## config.mk

```make
export PLATFORM = sky130hd
export DESIGN_NAME = multi_blink_bank_flat
export DESIGN_NICKNAME = d
export VERILOG_FILES = /design/src/rtl/multi_blink_bank_if.sv /design/src/rtl/multi_blink_bank.sv /design/src/flat_wrapper.sv
export SDC_FILE = /design/constraint.sdc
export NUM_CORES = 1
export LEC_CHECK = 0
export ABC_AREA = 1
export BUFFER_PORTS_ARGS = -buffer_cell sky130_fd_sc_hd__buf_2
export CAP_MARGIN = 20
export CELL_PAD_IN_SITES_DETAIL_PLACEMENT = 0
export CELL_PAD_IN_SITES_GLOBAL_PLACEMENT = 1
export CORE_MARGIN = 1.5
export CORE_UTILIZATION = 51
export DETAILED_ROUTE_END_ITERATION = 8
export GPL_TIMING_DRIVEN = 0
export HOLD_SLACK_MARGIN = 0.12
export PLACE_DENSITY = 0.83
export SLEW_MARGIN = 10
export SYNTH_ARGS = -nofsm -noshare
export SYNTH_HDL_FRONTEND = slang
export SYNTH_SLANG_ARGS = --single-unit
```

## constraint.sdc

```tcl
create_clock -name i_Clk -period 6.9 [get_ports i_Clk]
set_input_delay 1.38 -clock i_Clk [delete_from_list [all_inputs] [get_ports i_Clk]]
set_output_delay 1.38 -clock i_Clk [all_outputs]
set_load 0.05 [all_outputs]
```

## src/rtl/multi_blink_bank_if.sv

```systemverilog
// multi_blink_bank_if: switch/sync inputs and LED/status outputs of the blinker bank
interface multi_blink_bank_if #(
    parameter int NUM_CH = 4
);
    logic [NUM_CH-1:0]   i_Switch;
    logic                i_Sync;
    logic [NUM_CH-1:0]   o_LED;
    logic [NUM_CH-1:0]   o_Active;
    logic [NUM_CH*3-1:0] o_Rate;
    modport master (output i_Switch, i_Sync, input o_LED, o_Active, o_Rate);
    modport slave  (input i_Switch, i_Sync, output o_LED, o_Active, o_Rate);
endinterface

```

## src/rtl/multi_blink_bank.sv

```systemverilog
// multi_blink_bank: per-channel debounced button stepping an LED through OFF and NUM_RATES blink rates
module multi_blink_bank #(
    parameter int NUM_CH       = 4,
    parameter int NUM_RATES    = 4,
    parameter int BASE_DELAY   = 2000000,
    parameter int DEBOUNCE_CYC = 250000,
    parameter int CNT_W        = 24,
    parameter int DB_W         = 18
) (
    input logic               i_Clk,
    input logic               i_Rst_L,
    multi_blink_bank_if.slave bus
);
    if ((64'(BASE_DELAY) << (NUM_RATES - 1)) > (64'd1 << CNT_W)) begin : g_cnt_chk
        $error("CNT_W too narrow for the slowest blink rate");
    end
    if (64'(DEBOUNCE_CYC) > (64'd1 << DB_W)) begin : g_db_chk
        $error("DB_W too narrow for DEBOUNCE_CYC");
    end
    logic [NUM_CH-1:0] sync1_q, sync2_q, stable_q, stable_d, stable_dly_q;
    logic [NUM_CH-1:0] rel_q, rel_d, active_q, active_d, led_q, led_d;
    logic [DB_W-1:0]   db_cnt_q  [NUM_CH];
    logic [DB_W-1:0]   db_cnt_d  [NUM_CH];
    logic [CNT_W-1:0]  blk_cnt_q [NUM_CH];
    logic [CNT_W-1:0]  blk_cnt_d [NUM_CH];
    logic [2:0]        rate_q    [NUM_CH];
    logic [2:0]        rate_d    [NUM_CH];
    // terminal count of rate r: (BASE_DELAY << r) - 1, computed one bit wider to avoid overflow
    function automatic logic [CNT_W-1:0] last_cnt(input logic [2:0] r);
        logic [CNT_W:0] h;
        h = (CNT_W+1)'(BASE_DELAY) << r;
        return CNT_W'(h - (CNT_W+1)'(1));
    endfunction
    always_comb begin
        stable_d  = stable_q;
        rel_d     = '0;
        active_d  = active_q;
        led_d     = led_q;
        db_cnt_d  = db_cnt_q;
        blk_cnt_d = blk_cnt_q;
        rate_d    = rate_q;
        for (int c = 0; c < NUM_CH; c++) begin
            if (sync2_q[c] == stable_q[c]) db_cnt_d[c] = '0;
            else if (db_cnt_q[c] == DB_W'(DEBOUNCE_CYC - 1)) begin
                db_cnt_d[c] = '0;
                stable_d[c] = sync2_q[c];
            end else db_cnt_d[c] = db_cnt_q[c] + DB_W'(1);
            rel_d[c] = stable_dly_q[c] & ~stable_q[c];
            // a release outranks sync: the new state always restarts its own phase
            if (rel_q[c]) begin
                active_d[c]  = !active_q[c] || rate_q[c] != 3'(NUM_RATES - 1);
                rate_d[c]    = (active_q[c] && active_d[c]) ? rate_q[c] + 3'd1 : 3'd0;
                blk_cnt_d[c] = '0;
                led_d[c]     = active_d[c];
            end else if (!active_q[c]) begin
                blk_cnt_d[c] = '0;
                led_d[c]     = 1'b0;
            end else if (bus.i_Sync) begin
                blk_cnt_d[c] = '0;
                led_d[c]     = 1'b1;
            end else if (blk_cnt_q[c] == last_cnt(rate_q[c])) begin
                blk_cnt_d[c] = '0;
                led_d[c]     = ~led_q[c];
            end else blk_cnt_d[c] = blk_cnt_q[c] + CNT_W'(1);
        end
    end
    always_ff @(posedge i_Clk or negedge i_Rst_L) begin
        if (!i_Rst_L) begin
            sync1_q      <= '0;
            sync2_q      <= '0;
            stable_q     <= '0;
            stable_dly_q <= '0;
            rel_q        <= '0;
            active_q     <= '0;
            led_q        <= '0;
            for (int c = 0; c < NUM_CH; c++) begin
                db_cnt_q[c]  <= '0;
                blk_cnt_q[c] <= '0;
                rate_q[c]    <= '0;
            end
        end else begin
            sync1_q      <= bus.i_Switch;
            sync2_q      <= sync1_q;
            stable_q     <= stable_d;
            stable_dly_q <= stable_q;
            rel_q        <= rel_d;
            active_q     <= active_d;
            led_q        <= led_d;
            db_cnt_q     <= db_cnt_d;
            blk_cnt_q    <= blk_cnt_d;
            rate_q       <= rate_d;
        end
    end
    assign bus.o_LED    = led_q;
    assign bus.o_Active = active_q;
    for (genvar g = 0; g < NUM_CH; g++) begin : g_rate
        assign bus.o_Rate[3*g +: 3] = rate_q[g];
    end
endmodule

```

## src/flat_wrapper.sv

```systemverilog
// flat-port wrapper written by rule: the top's interface ports become plain ports
module multi_blink_bank_flat 
#(
    parameter int NUM_CH       = 4,
    parameter int NUM_RATES    = 4,
    parameter int BASE_DELAY   = 2000000,
    parameter int DEBOUNCE_CYC = 250000,
    parameter int CNT_W        = 24,
    parameter int DB_W         = 18
)
  (i_Clk, i_Rst_L, bus_i_Switch, bus_i_Sync, bus_o_LED, bus_o_Active, bus_o_Rate);
  multi_blink_bank_if #(.NUM_CH(NUM_CH)) bus_i ();
  input logic i_Clk;
  input logic i_Rst_L;
  input wire logic [$bits(bus_i.i_Switch)-1:0] bus_i_Switch;
  input wire logic [$bits(bus_i.i_Sync)-1:0] bus_i_Sync;
  output wire logic [$bits(bus_i.o_LED)-1:0] bus_o_LED;
  output wire logic [$bits(bus_i.o_Active)-1:0] bus_o_Active;
  output wire logic [$bits(bus_i.o_Rate)-1:0] bus_o_Rate;
  assign bus_i.i_Switch = bus_i_Switch;
  assign bus_i.i_Sync = bus_i_Sync;
  assign bus_o_LED = bus_i.o_LED;
  assign bus_o_Active = bus_i.o_Active;
  assign bus_o_Rate = bus_i.o_Rate;
  multi_blink_bank #(.NUM_CH(NUM_CH), .NUM_RATES(NUM_RATES), .BASE_DELAY(BASE_DELAY), .DEBOUNCE_CYC(DEBOUNCE_CYC), .CNT_W(CNT_W), .DB_W(DB_W)) u_core (.i_Clk(i_Clk), .i_Rst_L(i_Rst_L), .bus(bus_i));
endmodule
```

==> key figures <==
Run status
  • Status: finished clean

Yosys
  • Post-synth cell types: 43
  • Post-Syn Area per Cell: 7.250 µm²
  • Register area share after synthesis: 39.51%
  • Synth Area in XOR/XNOR: 8.975%
  • Main combinational cell family by area after synthesis: simple AND/OR/NAND/NOR gates
  • Simple-Gate Fraction of Synth Area: 34.20%
  • YS warnings: 0
  • Main flop type after synthesis: dfrtp_1
  • Mux share of post-synthesis cell area: 0.3419%
  • Post-synthesis adder-cell area fraction: 3.704%
  • Mapped Area: 13170 µm²
  • Post-synth EDFFs: 0
  • Compound-Gate Fraction of Synth Area: 4.996%
  • Yosys reg bits: 208
  • Post-synthesis cell count: 1817
  • Post-synthesis net count: 1863
  • Async SR Flop Fraction: 100.0%

Clocking
  • Clock transition at path regs: 0.06 ns
  • Clock buffer count from CTS: 24
  • Setup Fix Bufs, Post-CTS: 0
  • Clock Tree Buf Depth: 3
  • Root buf cell: clkbuf_16
  • Post-cts repair resize count: 0
  • CTS H-tree depth: 1
  • Hold buffers post-CTS: 0
  • Sink Count: 208
  • CTS tree: yes
  • Clock Latency Late Sink: 0.52 ns

Routing
  • Final antenna-violating net count: 0
  • Routed WL: 29.05 mm
  • Via density: 5.063
  • WL/cell: 13.11 µm
  • Drt pass-1 iters: 7
  • DR vias: 11.21k
  • DRC viols: 0
  • Initial drt markers: 530

Global route
  • Largest net degree at the start of global routing: 111
  • Global-route wire length before repair: 49.89 mm
  • Global Route Usage Sum: 22.42%
  • Vias in the first global route: 10.86k
  • Global route overflow: 0
  • Initial antenna violation count: 0

Placement
  • Pre-CTS setup slack: 3.924 ns
  • IO Port Bufs: 26
  • Final RePlAce weighted congestion: 0.9017
  • Cells after DPL: 2174
  • Post-DP HPWL: 21.47 mm

Die
  • Chip width: 163.7 µm
  • Core ar.: 25250 µm²
  • Die ar.: 26800 µm²
  • Rows: 58
  • IO Pins: 27
  • Die Ht: 163.7 µm
  • Starting density of the core: 52.17%

Cells and area
  • Top reg by flops: u_core.blk_cnt_q
  • Fin util: 57.96%
  • Non-filler cells, final: 2215
  • Nets@finish: 1916
  • Share of layout cells above drive strength 1: 6.950%
  • Commonest cells after routing, fill and taps aside: nand2_1, nor2_1, inv_1, dfrtp_1, nand3_1
  • Antenna cells: 0
  • Most common cell after layout, fill and taps aside: nand2_1
  • Multi-input logic area: 6879 µm²
  • Max FFs per register: 96
  • Register area: 5205 µm²
  • P&R area growth vs syn: 11.11%
  • Fillers: 2475

Timing
  • Final worst path period share: 43.93%
  • Tmin final: 3.031 ns
  • Setup TNS: 0 ns
  • Max-slew headroom: 49.11%
  • Max-slew violation count: 0
  • Final setup fails: 0
  • Fmax achieved: 0.3299 GHz
  • Setup ws final: 3.869 ns
  • Final Hold Viols: 0
  • Clk_skew: 0.01656 ns
  • Slew @ Worst Pin: 0.7634 ns
  • RSZ-0062 raised after global routing: no

Power
  • PwrDens: 183.5 nW/µm²
  • Maximum VDD drop: 198.8 µV
  • LEAKAGE: 6.732 nW

Worst setup path
  • Critical Path Start Type: flip-flop
  • Crit path kind: flip-flop to flip-flop
  • CP Capture Type: flip-flop
  • CP arrival: 3.44 ns
  • Worst EP required: 7.31 ns
  • Crit path max fanout: 10

Run
  • Max-cap violations: 0

Min path
  • Hold WC Path Type: flip-flop to flip-flop
## stage by stage
stage | hold slack [ns] | area (µm²) | power [W]
after floorplan | 0.3312 | 13170 | 0.001272
after global placement | 0.3337 | 13720 | 0.001305
after detailed placement | 0.3379 | 13750 | 0.001308
after CTS | 0.3511 | 14640 | 0.002727
after global routing | 0.3636 | 14640 | 0.002783
final | 0.3526 | 14640 | 0.002686
## routing by layer
metal | GRT usage, % | share of wire (%) | vias to the layer above
met1 | 30.46 | 49 | 5186
met4 | 4.835 | 1.6 | 0
li1 | - | - | 5872
met3 | 2.424 | 2.7 | 32
met5 | 0 | 0 | -
met2 | 38.57 | 47 | 124
## area by class of cell
cell class	instances	area share (%)
Clock inverter	8	1.145
Clock buffer	33	4.889
Multi-Input combinational cell	1339	47.00
Inverter	250	6.428
Timing Repair Buffer	27	1.145
Tap cell	330	2.821
Sequential cell	208	35.56
Buffer	20	1.017
## cell usage after synthesis (all sizes together), types with 3 or more instances
master,n,share of area [%]
nand2,470,14
clkbuf,3,0.085
nor3b,9,0.51
xnor2,32,2.1
nor2,305,9.1
nand3b,12,0.68
a21oi,26,0.99
o22ai,10,0.47
nor4,13,0.62
a211oi,7,0.40
ha,39,3.7
o21ai,52,2.0
or2,8,0.38
nor3,46,1.7
dfrtp,208,40
inv,248,7.1
nand4,42,2.0
o21bai,6,0.34
mux2,4,0.34
nand3,135,5.2
a31oi,8,0.38
xor2,103,6.8
buf,17,1.0
## report_power, final
group	switching [W]	total (W)	internal (W)
Sequential	0.00000619	0.00123	0.00123
Clock	0.000497	0.00140	0.000905
Combinational	0.0000385	0.0000490	0.0000105
Total	0.000542	0.00269	0.00214
## cell families (layout without fill, tap and decap cells)
| family | after synthesis | after routing |
|---|---|---|
| XOR/XNOR | 135 | 135 |
| AND/OR/NAND/NOR | 1045 | 1045 |
| multiplexers | 4 | 4 |
| adder cells (fa/ha/maj) | 39 | 39 |
| flip-flops | 208 | 208 |
| AO/OA/AOI/OAI | 116 | 116 |
| buffers and inverters | 270 | 338 |
## final timing paths
path	slack (ns)	cells after the start	end	startpoint
worst max-delay path	3.87	16	u_core.blk_cnt_q[91]	u_core.bus.o_Rate[0]
worst min-delay path	0.35	0	u_core.sync2_q[3]	u_core.sync1_q[3]
worst max register to register	3.87	16	u_core.blk_cnt_q[91]	u_core.bus.o_Rate[0]
worst min register to register	0.35	0	u_core.sync2_q[3]	u_core.sync1_q[3]
max in group asynchronous	5.00	2	u_core.blk_cnt_q[9]	i_Rst_L
min in group asynchronous	0.87	1	u_core.blk_cnt_q[71]	i_Rst_L
## worst max-delay path, cell delays in order, from the launching register on
cell	delay, ns
dfrtp_1	0.53
inv_1	0.20
ha_1	0.27
nand2_1	0.23
ha_1	0.24
nand2_1	0.07
nor2_1	0.23
nand2_1	0.14
inv_1	0.12
nand3b_1	0.09
nand2_1	0.09
nand3_1	0.06
nor2_1	0.12
nand3_2	0.11
nand2_2	0.19
buf_6	0.17
nor2_1	0.06
No activity file was read; power rests on OpenSTA's default activity.
